**src/rtl/sifh_hist_engine.sv**
```systemverilog
// Per-pixel timestamp histogram engine: a coarse pass finds each pixel's peak bin, then an
// optional fine pass re-bins a 2^NB-wide window around that peak at full timestamp resolution.
module sifh_hist_engine #(
    parameter int NP      = 12,
    parameter int NB      = 6,
    parameter int PIXELS  = 4,
    parameter int SAMPLES = 2,
    parameter int ACQ     = 16,
    parameter int CW      = 8,
    parameter int FINE_EN = 1,
    localparam int PW     = (PIXELS > 1) ? $clog2(PIXELS) : 1
) (
    input  logic          clk,
    input  logic          res,
    input  logic          in_valid,
    output logic          in_ready,
    input  logic [NP-1:0] in_data,
    output logic          out_valid,
    input  logic          out_ready,
    output logic [PW-1:0] out_pixel,
    output logic [NP-1:0] out_peak,
    output logic [CW-1:0] out_count,
    output logic          busy,
    output logic          pass
);

    localparam int NBINS = 1 << NB;
    localparam int DEPTH = PIXELS * NBINS;
    localparam int AW    = PW + NB;
    localparam int SW    = (SAMPLES > 1) ? $clog2(SAMPLES) : 1;
    localparam int QW    = (ACQ > 1) ? $clog2(ACQ) : 1;
    localparam int SH    = NP - NB;
    localparam int LW    = NP + 2;
    localparam logic signed [LW-1:0] LO_OFS = LW'((1 << (SH - 1)) - (1 << (NB - 1)));
    localparam logic signed [LW-1:0] LO_MAX = LW'((1 << NP) - (1 << NB));

    typedef enum logic [1:0] {S_CLEAR, S_ACCUM, S_WINDOW, S_OUTPUT} state_t;

    state_t        r_state;
    logic [AW-1:0] r_clr_addr;
    logic          r_pass;
    logic          r_in_ready;
    logic          r_done;
    logic [SW-1:0] r_samp;
    logic [PW-1:0] r_pix;
    logic [QW-1:0] r_acq;
    logic [NP-1:0] r_lo       [PIXELS];
    logic [CW-1:0] r_max      [PIXELS];
    logic [NB-1:0] r_peak_bin [PIXELS];

    logic          r_s1_valid;
    logic [PW-1:0] r_s1_pix;
    logic [NB-1:0] r_s1_bin;
    logic          r_s2_valid;
    logic [AW-1:0] r_s2_addr;
    logic [CW-1:0] r_s2_count;

    logic [CW-1:0] r_mem [DEPTH];
    logic [CW-1:0] r_rd_data;

    logic          r_out_valid;
    logic [PW-1:0] r_out_pixel;
    logic [NP-1:0] r_out_peak;
    logic [CW-1:0] r_out_count;

    logic          w_accept;
    logic          w_last;
    logic          w_nophoton;
    logic          w_in_win;
    logic [NP:0]   w_diff;
    logic [NP-1:0] w_lo_cur;
    logic [NB-1:0] w_bin;
    logic          w_hit;
    logic [AW-1:0] w_raddr;
    logic [AW-1:0] w_s1_addr;
    logic [CW-1:0] w_base;
    logic [CW-1:0] w_new_count;
    logic          w_we;
    logic [AW-1:0] w_waddr;
    logic [CW-1:0] w_wdata;
    logic [PW-1:0] w_out_next;
    logic [NP-1:0] w_lo_calc  [PIXELS];
    logic [NP-1:0] w_res_peak [PIXELS];

    assign w_accept   = in_valid & r_in_ready;
    assign w_last     = (r_samp == SW'(SAMPLES - 1)) && (r_pix == PW'(PIXELS - 1)) &&
                        (r_acq == QW'(ACQ - 1));
    assign w_nophoton = &in_data;
    assign w_lo_cur   = r_lo[r_pix];
    assign w_diff     = {1'b0, in_data} - {1'b0, w_lo_cur};
    assign w_in_win   = (w_diff[NP:NB] == '0);
    assign w_bin      = r_pass ? w_diff[NB-1:0] : in_data[NP-1:SH];
    assign w_hit      = !w_nophoton && (!r_pass || w_in_win);
    assign w_raddr    = {r_pix, w_bin};
    assign w_s1_addr  = {r_s1_pix, r_s1_bin};

    // The read for the current stage-1 sample was issued on the same edge as the previous
    // write, so a matching address must take the just-written count instead of the stale read.
    assign w_base      = (r_s2_valid && (r_s2_addr == w_s1_addr)) ? r_s2_count : r_rd_data;
    assign w_new_count = (&w_base) ? w_base : w_base + 1'b1;
    assign w_out_next  = r_out_pixel + 1'b1;

    genvar gi;
    generate
        for (gi = 0; gi < PIXELS; gi++) begin : g_pix
            logic signed [LW-1:0] w_lo_raw;
            assign w_lo_raw       = $signed({2'b00, r_peak_bin[gi], {SH{1'b0}}}) + LO_OFS;
            assign w_lo_calc[gi]  = w_lo_raw[LW-1]      ? '0 :
                                    (w_lo_raw > LO_MAX) ? LO_MAX[NP-1:0] : w_lo_raw[NP-1:0];
            assign w_res_peak[gi] = r_pass ? (r_lo[gi] + {{SH{1'b0}}, r_peak_bin[gi]})
                                           : {r_peak_bin[gi], {SH{1'b0}}};
        end
    endgenerate

    always_comb begin
        w_we    = 1'b0;
        w_waddr = r_clr_addr;
        w_wdata = '0;
        if (!res) begin
            if (r_state == S_CLEAR) begin
                w_we = 1'b1;
            end else if (r_s1_valid) begin
                w_we    = 1'b1;
                w_waddr = w_s1_addr;
                w_wdata = w_new_count;
            end
        end
    end

    always_ff @(posedge clk) begin
        if (w_we) begin
            r_mem[w_waddr] <= w_wdata;
        end
        r_rd_data <= r_mem[w_raddr];
    end

    always_ff @(posedge clk) begin
        if (res) begin
            r_state     <= S_CLEAR;
            r_clr_addr  <= '0;
            r_pass      <= 1'b0;
            r_in_ready  <= 1'b0;
            r_done      <= 1'b0;
            r_samp      <= '0;
            r_pix       <= '0;
            r_acq       <= '0;
            r_s1_valid  <= 1'b0;
            r_s1_pix    <= '0;
            r_s1_bin    <= '0;
            r_s2_valid  <= 1'b0;
            r_s2_addr   <= '0;
            r_s2_count  <= '0;
            r_out_valid <= 1'b0;
            r_out_pixel <= '0;
            r_out_peak  <= '0;
            r_out_count <= '0;
            for (int p = 0; p < PIXELS; p++) begin
                r_lo[p]       <= '0;
                r_max[p]      <= '0;
                r_peak_bin[p] <= '0;
            end
        end else begin
            r_s1_valid <= 1'b0;
            r_s2_valid <= r_s1_valid;
            r_s2_addr  <= w_s1_addr;
            r_s2_count <= w_new_count;
            if (r_s1_valid && (w_new_count > r_max[r_s1_pix])) begin
                r_max[r_s1_pix]      <= w_new_count;
                r_peak_bin[r_s1_pix] <= r_s1_bin;
            end

            case (r_state)
                S_CLEAR: begin
                    for (int p = 0; p < PIXELS; p++) begin
                        r_max[p]      <= '0;
                        r_peak_bin[p] <= '0;
                    end
                    r_clr_addr <= r_clr_addr + 1'b1;
                    if (r_clr_addr == AW'(DEPTH - 1)) begin
                        r_clr_addr <= '0;
                        r_state    <= S_ACCUM;
                        r_in_ready <= 1'b1;
                        r_samp     <= '0;
                        r_pix      <= '0;
                        r_acq      <= '0;
                        r_done     <= 1'b0;
                    end
                end

                S_ACCUM: begin
                    if (w_accept) begin
                        r_s1_valid <= w_hit;
                        r_s1_pix   <= r_pix;
                        r_s1_bin   <= w_bin;
                        if (r_samp == SW'(SAMPLES - 1)) begin
                            r_samp <= '0;
                            if (r_pix == PW'(PIXELS - 1)) begin
                                r_pix <= '0;
                                r_acq <= (r_acq == QW'(ACQ - 1)) ? '0 : r_acq + 1'b1;
                            end else begin
                                r_pix <= r_pix + 1'b1;
                            end
                        end else begin
                            r_samp <= r_samp + 1'b1;
                        end
                        if (w_last) begin
                            r_in_ready <= 1'b0;
                            r_done     <= 1'b1;
                        end
                    end else if (r_done && !r_s1_valid) begin
                        // Last update has committed to the max/peak registers by now.
                        r_done <= 1'b0;
                        if ((FINE_EN != 0) && !r_pass) begin
                            r_state <= S_WINDOW;
                        end else begin
                            r_state     <= S_OUTPUT;
                            r_out_valid <= 1'b1;
                            r_out_pixel <= '0;
                            r_out_peak  <= w_res_peak[0];
                            r_out_count <= r_max[0];
                        end
                    end
                end

                S_WINDOW: begin
                    for (int p = 0; p < PIXELS; p++) begin
                        r_lo[p] <= w_lo_calc[p];
                    end
                    r_pass     <= 1'b1;
                    r_clr_addr <= '0;
                    r_state    <= S_CLEAR;
                end

                S_OUTPUT: begin
                    if (out_ready) begin
                        if (r_out_pixel == PW'(PIXELS - 1)) begin
                            r_out_valid <= 1'b0;
                            r_out_pixel <= '0;
                            r_out_peak  <= '0;
                            r_out_count <= '0;
                            r_pass      <= 1'b0;
                            r_clr_addr  <= '0;
                            r_state     <= S_CLEAR;
                            for (int p = 0; p < PIXELS; p++) begin
                                r_lo[p] <= '0;
                            end
                        end else begin
                            r_out_pixel <= w_out_next;
                            r_out_peak  <= w_res_peak[w_out_next];
                            r_out_count <= r_max[w_out_next];
                        end
                    end
                end

                default: r_state <= S_CLEAR;
            endcase
        end
    end

    assign in_ready  = r_in_ready;
    assign out_valid = r_out_valid;
    assign out_pixel = r_out_pixel;
    assign out_peak  = r_out_peak;
    assign out_count = r_out_count;
    assign busy      = (r_state != S_ACCUM);
    assign pass      = r_pass;

endmodule

```
**config.mk**
```make
export PLATFORM = sky130hd
export DESIGN_NAME = sifh_hist_engine
export DESIGN_NICKNAME = d
export VERILOG_FILES = /design/src/rtl/sifh_hist_engine.sv
export SDC_FILE = /design/constraint.sdc
export NUM_CORES = 2
export LEC_CHECK = 0
export CELL_PAD_IN_SITES_DETAIL_PLACEMENT = 1
export CELL_PAD_IN_SITES_GLOBAL_PLACEMENT = 2
export CORE_ASPECT_RATIO = 0.6
export CORE_MARGIN = 1
export CORE_UTILIZATION = 30
export DETAILED_ROUTE_END_ITERATION = 12
export PLACE_DENSITY_LB_ADDON = 0.1
export RECOVER_POWER = 100
export SLEW_MARGIN = 20
export SYNTH_ARGS = -nofsm -noshare
export SYNTH_HDL_FRONTEND = slang
export SYNTH_SLANG_ARGS = --single-unit
```
**constraint.sdc**
```tcl
create_clock -name clk -period 14.2 [get_ports clk]
set_input_delay 1.42 -clock clk [delete_from_list [all_inputs] [get_ports clk]]
set_output_delay 1.42 -clock clk [all_outputs]
set_load 0.05 [all_outputs]
```
==> metrics.csv <==
stage,metric,value,unit
routing,wl_per_cell,33.2,um
min_path,hp-start,r_acq[3],
power_and_ir_drop,share_comb_of_total_power,0.057,
global_routing,use_met1,0.363,
cts,post_cts_buffers,0,
power_and_ir_drop,switchingPower,3.26,mW
layout,n_fill_cell,30200,
timing,finalCritPeriodShare,0.701,
routing,wl,337,mm
power_and_ir_drop,ir_worst_vdd,0.0000874,V
routing,drtPass1Iterations,5,
power_and_ir_drop,p_sw_frac,0.237,
timing,max_freq,100,MHz
timing,setup_tns,0,ns
min_path,min_path_type,reg -> reg,
critical_path,cp_slowest_cell,clkbuf_1,
power_and_ir_drop,p_leak,35.8,nW
placement,port_buffers,41,
critical_path,reg2reg_to,r_rd_data[5],
synthesis,synth.avg_cell_area,14.8,um^2
synthesis,synthFlopType,edfxtp_1,
min_path,holdPathEnd,r_acq[3],
critical_path,worst-path-buf-inv,3,
floorplan,die-area,299000,um^2
global_routing,grt_antenna_before_repair,43,
global_routing,gr-usage-met3,0.0415,
synthesis,ys_seq_elements,2209,
critical_path,cpMostUsedCell,clkbuf_1,
critical_path,cp_slowest_stage_delay,2.47,ns
power_and_ir_drop,clkPwrFrac,0.425,
timing,rsz0062_at_grt,false,
critical_path,r2r-start,pass,
cts,htreeDepth,4,
critical_path,crit_type,reg -> reg,
timing,drv_slew,1414,
routing,viasPerCell,5.33,
cts,cts_sinks,2209,
cts,cts_made_buffers,223,
routing,ant_nets,0,
global_routing,grt_max_degree,190,
global_routing,grt_util_met2,0.301,
timing,skew,0.0743,ns
placement,gp_congestion,0.781,
outcome,violations,"capacitance limit, slew limit",
global_routing,busiest_layer,met1,
synthesis,synth_cell_types,71,
critical_path,cp_top_family,buffers and inverters,
placement,dpl.cell_count,9718,
cts,clk_pin_slew,0.07,ns
cts,insertion_delay,0.90,ns
synthesis,yosys_warnings,0,
floorplan,die_h,424,um
outcome,status,"complete, but fails checks",
synthesis,synth_nets,6044,
cts,clk_path_buf_depth,4,
synthesis,synth_edf_count,2116,
floorplan,fp.dieW,705,um
power_and_ir_drop,p_int,10.5,mW
placement,dp_hpwl,206,mm
critical_path,cp.arrival,10.72,ns
critical_path,reg2reg_depth,10,
cts,cts_tree,built,
floorplan,rows,154,
layout,design.final.nets,6082,
critical_path,r2r_slack,4.24,ns
timing,setup_slack,4.24,ns
min_path,holdPathStages,2,
timing,period_minus_slack,9.96,ns
synthesis,netlist_area,88900,um^2
global_routing,grt_pass1_vias,53566,
critical_path,crit_fanout,45,
routing,drt_iter0_drc,5453,
timing,slew_headroom,-1.93,
critical_path,startpoint_type,register,
placement,place_area,94200,um^2
floorplan,initial_core_util,0.302,
synthesis,async_reset_ff_frac,0,
synthesis,yosysSeqAreaShare,0.736,
timing,setup_violations,0,
synthesis,synthCells,6009,
timing,hold_viol,0,
routing,vias,54061,
critical_path,crit_path_end_kind,register,
global_routing,grt_overflow,0,
layout,layout_commonest_cell,edfxtp_1,
cts,cts_root_buf,clkbuf_16,
layout,layout-drive-gt1-share,0.100,
timing,worst_slew_pin_slew,4.39,ns
global_routing,grtUsageTotal,0.221,
cts,cts_resized,0,
layout,layout_common_cells,"2116 x edfxtp_1, 908 x nand2_1, 420 x nor2_1, 412 x mux2i_1, 317 x nand3_1",
placement,place_ws,7.04,ns
global_routing,grt_pass1_wl,463,mm
floorplan,io_pins,42,
layout,syn_to_final_growth,13.5,%
power_and_ir_drop,power.share.sequential,0.519,
run,maxCapViolCount,38,
layout,final_cells,10134,
cts,hold_buffers,0,
power_and_ir_drop,p_per_area,136,nW/um^2
critical_path,crit_chain,mux2_8 > buf_4 > clkbuf_1 > clkbuf_1 > mux4_2 > a2111oi_0 > nor3_1 > nor4_1 > o21ai_0 > o21a_1,
critical_path,required,14.96,ns
routing,drcViolationCount,0,
floorplan,core,294000,um^2
layout,fin_area,101000,um^2
## layer usage
| layer | vias to the layer above | part of all wire | routed length [um] |
|---|---|---|---|
| li1 | 23132 | - | - |
| met1 | 29084 | 0.52 | 176000 |
| met2 | 1545 | 0.40 | 133000 |
| met3 | 300 | 0.066 | 22200 |
| met4 | 0 | 0.014 | 4760 |
| met5 | - | 0 | 0 |
## power groups by stage
stage | Combinational [mW] | Clock [mW] | Sequential [mW]
after floorplan | 0.395 | 0 | 7.24
after global placement | 0.787 | 0 | 7.27
after detailed placement | 0.788 | 0 | 7.27
after CTS | 0.790 | 5.95 | 7.13
after global routing | 0.823 | 6.18 | 7.13
final | 0.780 | 5.83 | 7.13
## flip-flops by register name, summed over array words and instances (netlist names), 2 cells and up, named ones only
signal / count
out_count: 8
out_peak: 12
out_pixel: 2
r_acq: 4
r_clr_addr: 8
r_lo: 24
r_max: 32
r_mem: 2048
r_peak_bin: 24
r_pix: 2
r_rd_data: 8
r_s1_bin: 6
r_s1_pix: 2
r_s2_addr: 8
r_s2_count: 8
r_state: 2
## cells in the mapped netlist (all sizes together) (80+ instances only)
cell | n | area, um^2
a31oi | 107 | 669
nand2 | 908 | 3410
a21oi | 261 | 1310
o21ai | 80 | 400
buf | 185 | 1070
o221ai | 152 | 1330
dfxtp | 93 | 1860
nor2 | 432 | 1620
clkbuf | 217 | 815
nand3 | 317 | 1590
edfxtp | 2116 | 63500
mux4 | 136 | 3060
mux2i | 416 | 4160
nor3 | 110 | 556
## worst max-delay path by stage
stage,startpoint,endpoint,cells past startpoint
final,pass,r_rd_data[5],10
after CTS,r_s1_bin[1],r_max[1][5],18
after global placement,in_data[6],r_rd_data[5],11
after global routing,pass,r_rd_data[5],10
after floorplan,r_s1_pix[0],r_mem[0][6],11
after detailed placement,in_data[6],r_rd_data[1],11
## kinds of logic after synthesis
| family | synth area share |
|---|---|
| mux | 0.0827 |
| flops | 0.736 |
| fa+ha+maj | 0.00267 |
| simple gates | 0.0949 |
| buf+inv | 0.0225 |
| compound gates | 0.0599 |
| xor+xnor | 0.00148 |
## worst min-delay path: stages (launching register included)
cell and delay [ns]:
dfxtp_1 0.32, nand2_1 0.06, a21oi_1 0.05
## final cells by class
class                   instances  area [um^2]  share of cell area
repair buffers                215         1790              0.0177
flip-flops and latches       2209        65400               0.648
well taps                    3900         4880              0.0484
multi-input cells            3366        21800               0.216
clock inverters               110          873             0.00865
inverters                      32          120             0.00119
clock buffers                 294         6000              0.0595
diodes                          8         20.0            0.000198
## per-stage QoR
stage	hold slack, ns	power [mW]	util
after floorplan	0.441	7.64	-
after global placement	0.455	8.05	0.320
after detailed placement	0.474	8.05	0.320
after CTS	0.482	13.9	0.344
after global routing	0.513	14.1	0.343
final	0.475	13.7	0.343
(Power assumes the default switching activity.)
